$ cat src/rtl/uart_cfg_sequencer_pkg.sv
// Shared definitions for the UART configuration sequencer: register map,
// config-word field positions, command encodings, AXI encodings and FSM states.
package uart_cfg_sequencer_pkg;

  localparam logic [31:0] FIFO_TX    = 32'h0000_0000;
  localparam logic [31:0] FIFO_RX    = 32'h0000_0004;
  localparam logic [31:0] COM_CONFIG = 32'h0000_0008;
  localparam logic [31:0] IRQ        = 32'h0000_000C;

  localparam int CFG_BAUD_LSB   = 0;
  localparam int CFG_BAUD_MSB   = 15;
  localparam int CFG_NBITS_LSB  = 16;
  localparam int CFG_NBITS_MSB  = 19;
  localparam int CFG_RX_EN      = 20;
  localparam int CFG_TX_EN      = 21;
  localparam int CFG_RX_IRQ_EN  = 22;
  localparam int CFG_TX_IRQ_EN  = 23;
  localparam int FIFO_EMPTY_BIT = 1;

  localparam logic [1:0] AXI_BURST_INCR = 2'b01;
  localparam logic [1:0] AXI_RESP_OKAY  = 2'b00;

  typedef enum logic [2:0] {
    OP_READ_CFG          = 3'd0,
    OP_SET_BAUD          = 3'd1,
    OP_SET_NBITS         = 3'd2,
    OP_SET_FLAGS         = 3'd3,
    OP_WAIT_TX_EMPTY     = 3'd4,
    OP_WAIT_RX_NOT_EMPTY = 3'd5
  } cmd_op_e;

  localparam logic [2:0] OP_LAST_LEGAL = 3'd5;

  typedef enum logic [2:0] {
    ST_IDLE,
    ST_RADDR,
    ST_RDATA,
    ST_MODIFY,
    ST_WRITE,
    ST_WRESP,
    ST_GAP,
    ST_DONE
  } state_e;

  function automatic logic [31:0] op_read_addr(input cmd_op_e op);
    case (op)
      OP_WAIT_TX_EMPTY:     return FIFO_TX;
      OP_WAIT_RX_NOT_EMPTY: return FIFO_RX;
      default:              return COM_CONFIG;
    endcase
  endfunction

  // Flags use arg[3:0] as a per-bit write mask and arg[7:4] as the new values.
  function automatic logic [31:0] cfg_modify(input logic [31:0] old_cfg,
                                             input cmd_op_e     op,
                                             input logic [15:0] arg);
    logic [31:0] res;
    res = old_cfg;
    case (op)
      OP_SET_BAUD:  res[CFG_BAUD_MSB:CFG_BAUD_LSB] = arg;
      OP_SET_NBITS: res[CFG_NBITS_MSB:CFG_NBITS_LSB] = arg[3:0];
      OP_SET_FLAGS: res[CFG_TX_IRQ_EN:CFG_RX_EN] =
                      (old_cfg[CFG_TX_IRQ_EN:CFG_RX_EN] & ~arg[3:0]) | (arg[7:4] & arg[3:0]);
      default: ;
    endcase
    return res;
  endfunction

endpackage

$ cat src/rtl/uart_cfg_sequencer.sv
// AXI4 master that turns single-word commands into read-modify-write or
// status-polling sequences on the UART register map.
module uart_cfg_sequencer
  import uart_cfg_sequencer_pkg::*;
#(
  parameter int POLL_GAP = 16,
  parameter int POLL_MAX = 1024
) (
  input  logic        clk_i,
  input  logic        rst_i,
  input  logic        cmd_valid_i,
  output logic        cmd_ready_o,
  input  logic [2:0]  cmd_op_i,
  input  logic [15:0] cmd_arg_i,
  output logic        done_o,
  output logic        done_err_o,
  output logic [31:0] rd_data_o,
  output logic [31:0] aw_add_o,
  output logic [7:0]  aw_len_o,
  output logic [1:0]  aw_burst_o,
  output logic        aw_valid_o,
  input  logic        aw_ready_i,
  output logic [31:0] w_data_o,
  output logic [3:0]  w_strb_o,
  output logic        w_last_o,
  output logic        w_valid_o,
  input  logic        w_ready_i,
  input  logic [1:0]  b_response_i,
  input  logic        b_valid_i,
  output logic        b_ready_o,
  output logic [31:0] ar_add_o,
  output logic [7:0]  ar_len_o,
  output logic [1:0]  ar_burst_o,
  output logic        ar_valid_o,
  input  logic        ar_ready_i,
  input  logic [31:0] r_data_i,
  input  logic [1:0]  r_resp_i,
  input  logic        r_last_i,
  input  logic        r_valid_i,
  output logic        r_ready_o
);

  localparam int PCW = $clog2(POLL_MAX + 1);
  localparam int GCW = $clog2(POLL_GAP + 1);

  state_e         state_q;
  cmd_op_e        op_q;
  logic [15:0]    arg_q;
  logic           err_q;
  logic [PCW-1:0] poll_cnt_q;
  logic [PCW-1:0] poll_cnt_d;
  logic [GCW-1:0] gap_cnt_q;
  logic           cmd_ready_q;
  logic           done_q;
  logic           done_err_q;
  logic [31:0]    rd_data_q;
  logic [31:0]    aw_add_q;
  logic           aw_valid_q;
  logic [31:0]    w_data_q;
  logic           w_valid_q;
  logic           b_ready_q;
  logic [31:0]    ar_add_q;
  logic           ar_valid_q;
  logic           r_ready_q;
  logic           poll_met;
  logic           aw_done;
  logic           w_done;
  logic           unused_r_last;

  // Single-beat reads: the last flag carries no information.
  assign unused_r_last = r_last_i;

  assign poll_cnt_d = poll_cnt_q + PCW'(1);
  assign poll_met   = (op_q == OP_WAIT_TX_EMPTY) ? r_data_i[FIFO_EMPTY_BIT]
                                                 : !r_data_i[FIFO_EMPTY_BIT];
  assign aw_done    = !aw_valid_q || aw_ready_i;
  assign w_done     = !w_valid_q || w_ready_i;

  always_ff @(posedge clk_i) begin
    if (rst_i) begin
      state_q     <= ST_IDLE;
      op_q        <= OP_READ_CFG;
      arg_q       <= '0;
      err_q       <= 1'b0;
      poll_cnt_q  <= '0;
      gap_cnt_q   <= '0;
      cmd_ready_q <= 1'b0;
      done_q      <= 1'b0;
      done_err_q  <= 1'b0;
      rd_data_q   <= '0;
      aw_add_q    <= '0;
      aw_valid_q  <= 1'b0;
      w_data_q    <= '0;
      w_valid_q   <= 1'b0;
      b_ready_q   <= 1'b0;
      ar_add_q    <= '0;
      ar_valid_q  <= 1'b0;
      r_ready_q   <= 1'b0;
    end else begin
      done_q     <= 1'b0;
      done_err_q <= 1'b0;
      case (state_q)
        ST_IDLE: begin
          cmd_ready_q <= 1'b1;
          if (cmd_valid_i && cmd_ready_q) begin
            cmd_ready_q <= 1'b0;
            arg_q       <= cmd_arg_i;
            err_q       <= 1'b0;
            poll_cnt_q  <= '0;
            if (cmd_op_i > OP_LAST_LEGAL) begin
              err_q      <= 1'b1;
              done_q     <= 1'b1;
              done_err_q <= 1'b1;
              state_q    <= ST_DONE;
            end else begin
              op_q       <= cmd_op_e'(cmd_op_i);
              ar_add_q   <= op_read_addr(cmd_op_e'(cmd_op_i));
              ar_valid_q <= 1'b1;
              state_q    <= ST_RADDR;
            end
          end
        end
        ST_RADDR: begin
          if (ar_ready_i) begin
            ar_valid_q <= 1'b0;
            r_ready_q  <= 1'b1;
            state_q    <= ST_RDATA;
          end
        end
        ST_RDATA: begin
          if (r_valid_i) begin
            r_ready_q <= 1'b0;
            rd_data_q <= r_data_i;
            if (r_resp_i != AXI_RESP_OKAY) begin
              err_q      <= 1'b1;
              done_q     <= 1'b1;
              done_err_q <= 1'b1;
              state_q    <= ST_DONE;
            end else begin
              case (op_q)
                OP_READ_CFG: begin
                  done_q  <= 1'b1;
                  state_q <= ST_DONE;
                end
                OP_SET_BAUD, OP_SET_NBITS, OP_SET_FLAGS: state_q <= ST_MODIFY;
                default: begin
                  poll_cnt_q <= poll_cnt_d;
                  if (poll_met) begin
                    done_q  <= 1'b1;
                    state_q <= ST_DONE;
                  end else if (poll_cnt_d >= PCW'(POLL_MAX)) begin
                    err_q      <= 1'b1;
                    done_q     <= 1'b1;
                    done_err_q <= 1'b1;
                    state_q    <= ST_DONE;
                  end else begin
                    gap_cnt_q <= '0;
                    state_q   <= ST_GAP;
                  end
                end
              endcase
            end
          end
        end
        ST_MODIFY: begin
          w_data_q   <= cfg_modify(rd_data_q, op_q, arg_q);
          aw_add_q   <= COM_CONFIG;
          aw_valid_q <= 1'b1;
          w_valid_q  <= 1'b1;
          state_q    <= ST_WRITE;
        end
        ST_WRITE: begin
          // Address and data channels complete independently, in either order.
          if (aw_ready_i) aw_valid_q <= 1'b0;
          if (w_ready_i)  w_valid_q  <= 1'b0;
          if (aw_done && w_done) begin
            b_ready_q <= 1'b1;
            state_q   <= ST_WRESP;
          end
        end
        ST_WRESP: begin
          if (b_valid_i) begin
            b_ready_q  <= 1'b0;
            done_q     <= 1'b1;
            done_err_q <= err_q || (b_response_i != AXI_RESP_OKAY);
            state_q    <= ST_DONE;
          end
        end
        ST_GAP: begin
          if (gap_cnt_q == GCW'(POLL_GAP - 1)) begin
            ar_valid_q <= 1'b1;
            state_q    <= ST_RADDR;
          end else begin
            gap_cnt_q <= gap_cnt_q + GCW'(1);
          end
        end
        ST_DONE: begin
          cmd_ready_q <= 1'b1;
          state_q     <= ST_IDLE;
        end
        default: state_q <= ST_IDLE;
      endcase
    end
  end

  assign cmd_ready_o = cmd_ready_q;
  assign done_o      = done_q;
  assign done_err_o  = done_err_q;
  assign rd_data_o   = rd_data_q;
  assign aw_add_o    = aw_add_q;
  assign aw_len_o    = 8'd0;
  assign aw_burst_o  = AXI_BURST_INCR;
  assign aw_valid_o  = aw_valid_q;
  assign w_data_o    = w_data_q;
  assign w_strb_o    = 4'hF;
  assign w_last_o    = w_valid_q;
  assign w_valid_o   = w_valid_q;
  assign b_ready_o   = b_ready_q;
  assign ar_add_o    = ar_add_q;
  assign ar_len_o    = 8'd0;
  assign ar_burst_o  = AXI_BURST_INCR;
  assign ar_valid_o  = ar_valid_q;
  assign r_ready_o   = r_ready_q;

endmodule
$ cat config.mk
export PLATFORM = sky130hd
export DESIGN_NAME = uart_cfg_sequencer
export DESIGN_NICKNAME = d
export VERILOG_FILES = /design/src/rtl/uart_cfg_sequencer_pkg.sv /design/src/rtl/uart_cfg_sequencer.sv
export SDC_FILE = /design/constraint.sdc
export NUM_CORES = 1
export LEC_CHECK = 0
export CAP_MARGIN = 20
export CORE_MARGIN = 8
export CORE_UTILIZATION = 40
export CTS_BUF_LIST = sky130_fd_sc_hd__clkbuf_4
export DETAILED_ROUTE_END_ITERATION = 12
export PLACE_DENSITY = 0.81
export SKIP_CTS_REPAIR_TIMING = 1
export SLEW_MARGIN = 20
export SYNTH_ARGS = -nofsm -noshare
export SYNTH_HDL_FRONTEND = slang
export SYNTH_SLANG_ARGS = --single-unit
$ cat constraint.sdc
create_clock -name clk_i -period 3.8 [get_ports clk_i]
set_clock_uncertainty 0.15 [all_clocks]
set_input_delay 0.38 -clock clk_i [delete_from_list [all_inputs] [get_ports clk_i]]
set_output_delay 0.38 -clock clk_i [all_outputs]
set_load 0.01 [all_outputs]
==> out/results.tsv <==
stage	metric	value	unit
run_status	status	complete, no violations	
logic_synthesis	Synth top area share	41.4	%
finish	Area Overhead vs Synth	27.5	%
floorplanning	row cnt	43	
logic_synthesis	Synth area leaders	dfxtp_1 41%, buf_4 12%, nand2_1 9.8%	
hold_path	hold path start	rst_i	
finish	register area	2280	um^2
route	via count	4923	
route	drt pass-1 iters	5	
setup_path	worst path required time	4.11	ns
route	drt via density	4.89	
logic_synthesis	register area share after synthesis	41.4	%
clock_tree	clock sink total	114	
timing	final slew viol count	0	
grt	first-pass GRT wire length	24500	um
setup_path	critical path arrival	2.93	ns
floorplanning	Initial Utilization	40.3	%
setup_path	Startpoint Class	flop	
floorplanning	Die Area	17800	um^2
logic_synthesis	Yosys top cell by area	dfxtp_1	
setup_path	Crit Path Category	flop to flop	
logic_synthesis	Top FF cell, synth	dfxtp_1	
setup_path	Crit. Startpoint	state_q[0]$_SDFFE_PP0P_	
power	Final Power	0.00357	W
grt	maximum number of pins on one net before global-route repair	71	
timing	RSZ-0062 raised after global routing	no	
floorplanning	Die Span Y	133	um
clock_tree	worst-case clock buffer depth	2	
logic_synthesis	Mapped Area	5510	um^2
hold_path	HP Class	primary input to flop	
power	power density cells	508	nW/um^2
clock_tree	TritonCTS clock tree	done	
logic_synthesis	ys async rst share	0	%
clock_tree	total CTS buffers	17	
grt	vias in the first global route	4637	
run	Max Cap Viol	0	
clock_tree	Reg clk slew, reported paths	0.10	ns
grt	grt total ovfl	0	
grt	GRT Total Usage	17.1	%
logic_synthesis	synth cell count leaders	144 x nand2_1, 114 x dfxtp_1, 87 x buf_4	
placement	port bufs	138	
clock_tree	Clk Latency, worst-skew pair	0.54	ns
logic_synthesis	syn avg cell area	7.99	um^2
logic_synthesis	Syn Inst Count	690	
placement	DPL Wire Length	11200	um
timing	actual slew at the worst max-slew pin	0.961	ns
logic_synthesis	yosys warns	0	
placement	GPL Wtd Cong	0.810	
floorplanning	Die Wd	133	um
logic_synthesis	Synth Register Bits	114	
clock_tree	CTS Root Cell	clkbuf_4	
route	Routed wire per std cell	15.5	um
grt	initial antenna violation count	1	
route	final WL	15600	um
logic_synthesis	post-synthesis cell type count	52	
setup_path	start of the worst register-to-register path	state_q[0]$_SDFFE_PP0P_	
floorplanning	Core Box Area	13700	um^2
power	worst vdd ir	0.201	mV
setup_path	Crit Path Max Fanout	27	
route	DRC Markers	0	
timing	Rel. slew slack	35.8	%
finish	layout cells sized above 1	5.58	%
finish	number of fill cells	1333	
floorplanning	Top Ports	225	
timing	# setup viols final	0	
placement	Area after DPL	6710	um^2
route	Routed Antenna Nets	0	
finish	fin area	7030	um^2
finish	multi-input logic area	2730	um^2
route	initial detailed-routing violation count	362	
finish	Final nets	879	
setup_path	crit end category	flop	
logic_synthesis	Post-synth EDFFs	0	
timing	fin crit share	68.9	%
timing	Final Hold Viols	0	
timing	setup TNS	0	ns
timing	Tmin final	2.62	ns
timing	fmax	382	MHz
clock_tree	H-tree levels	4	
logic_synthesis	cell with the most instances after synthesis	nand2_1	
power	Leak	2.40	nW
[power breakdown]
part           leakage (nW)  internal [W]  switching [W]
registers             0.923       0.00135       0.000187
clock network         0.167      0.000545       0.000463
logic                  1.31      0.000471       0.000553
total                  2.40       0.00237        0.00120
[flip-flops by register name (all words and copies together) (netlist names)]
name and count:
done_err_o 1, op_q 3, w_data_o 32, r_ready_o 1
done_o 1, arg_q 16, gap_cnt_q 5, ar_add_o 2
aw_add_o 1, state_q 3, rd_data_o 32, w_last_o 1
poll_cnt_q 11, b_ready_o 1, aw_valid_o 1, err_q 1
ar_valid_o 1, cmd_ready_o 1
[cells by family after synthesis]
logic type	Yosys count	share of synthesized area, %
DFF	114	41.4
buffers and inverters	136	15.3
and+or+nand+nor	256	21.0
adders and majority gates	3	0.681
xor gates and xnor gates	2	0.318
muxes	22	3.99
other	2	0.136
AOI/OAI and AO/OA	155	17.2
[area by class of cell]
type | count | share of cell area, %
antenna | 1 | 0.0356
clock buffer | 21 | 2.24
clock inverter | 11 | 2.30
inverter | 11 | 0.588
multi-input combinational | 523 | 38.8
sequential | 114 | 32.5
tap | 180 | 3.20
timing repair buffer | 145 | 20.4
[placed cells by master (no fill, tap or decap), types with 5 or more instances in the layout]
master / instances
mux2i_1: 22
nor2_1: 39
inv_1: 11
clkdlybuf4s50_1: 137
conb_1: 85
a311oi_1: 6
nor2b_1: 5
a31oi_1: 6
nand2_1: 144
a21oi_1: 79
o31ai_1: 8
nor3b_1: 5
buf_4: 8
dfxtp_1: 114
o21ai_0: 13
clkbuf_4: 21
a211oi_1: 23
nor3_1: 12
or3_1: 7
nand3_1: 11
[worst paths after layout]
check	to	slack (ns)	cells after the start
setup / recovery	poll_cnt_q[9]$_SDFFE_PP0P_	1.18	4
hold / removal	poll_cnt_q[0]$_SDFFE_PP0P_	0.1	2
setup reg to reg	poll_cnt_q[9]$_SDFFE_PP0P_	1.18	4
hold reg to reg	w_data_o[26]$_SDFFE_PP0P_	0.31	2
[routing by layer]
| metal | track usage [%] | routed length [um] | vias to the layer above |
|---|---|---|---|
| met1 | 20.9 | 6890 | 2260 |
| met5 | 0 | 0 | - |
| met4 | 6.05 | 227 | 0 |
| li1 | - | - | 2468 |
| met3 | 6.85 | 1320 | 14 |
| met2 | 26.4 | 7150 | 181 |
[through the flow]
step                      hold slack [ns]  instances  util (%)  setup slack (ns)
after floorplan                     0.286        773         -              1.70
after global placement              0.291        973      49.1              1.09
after detailed placement            0.297        973      49.1              1.05
after CTS                          0.0594       1005      51.4              1.22
after global routing               0.0686       1006      51.4              1.00
final                              0.0972       1006      51.4              1.18
[critical path: stages (launching register included)]
cell and delay (ns):
dfxtp_1 0.91, nor3b_1 0.18, a221o_1 0.59, or4_1 0.57
a21oi_1 0.15
(Power assumes the default switching activity.)
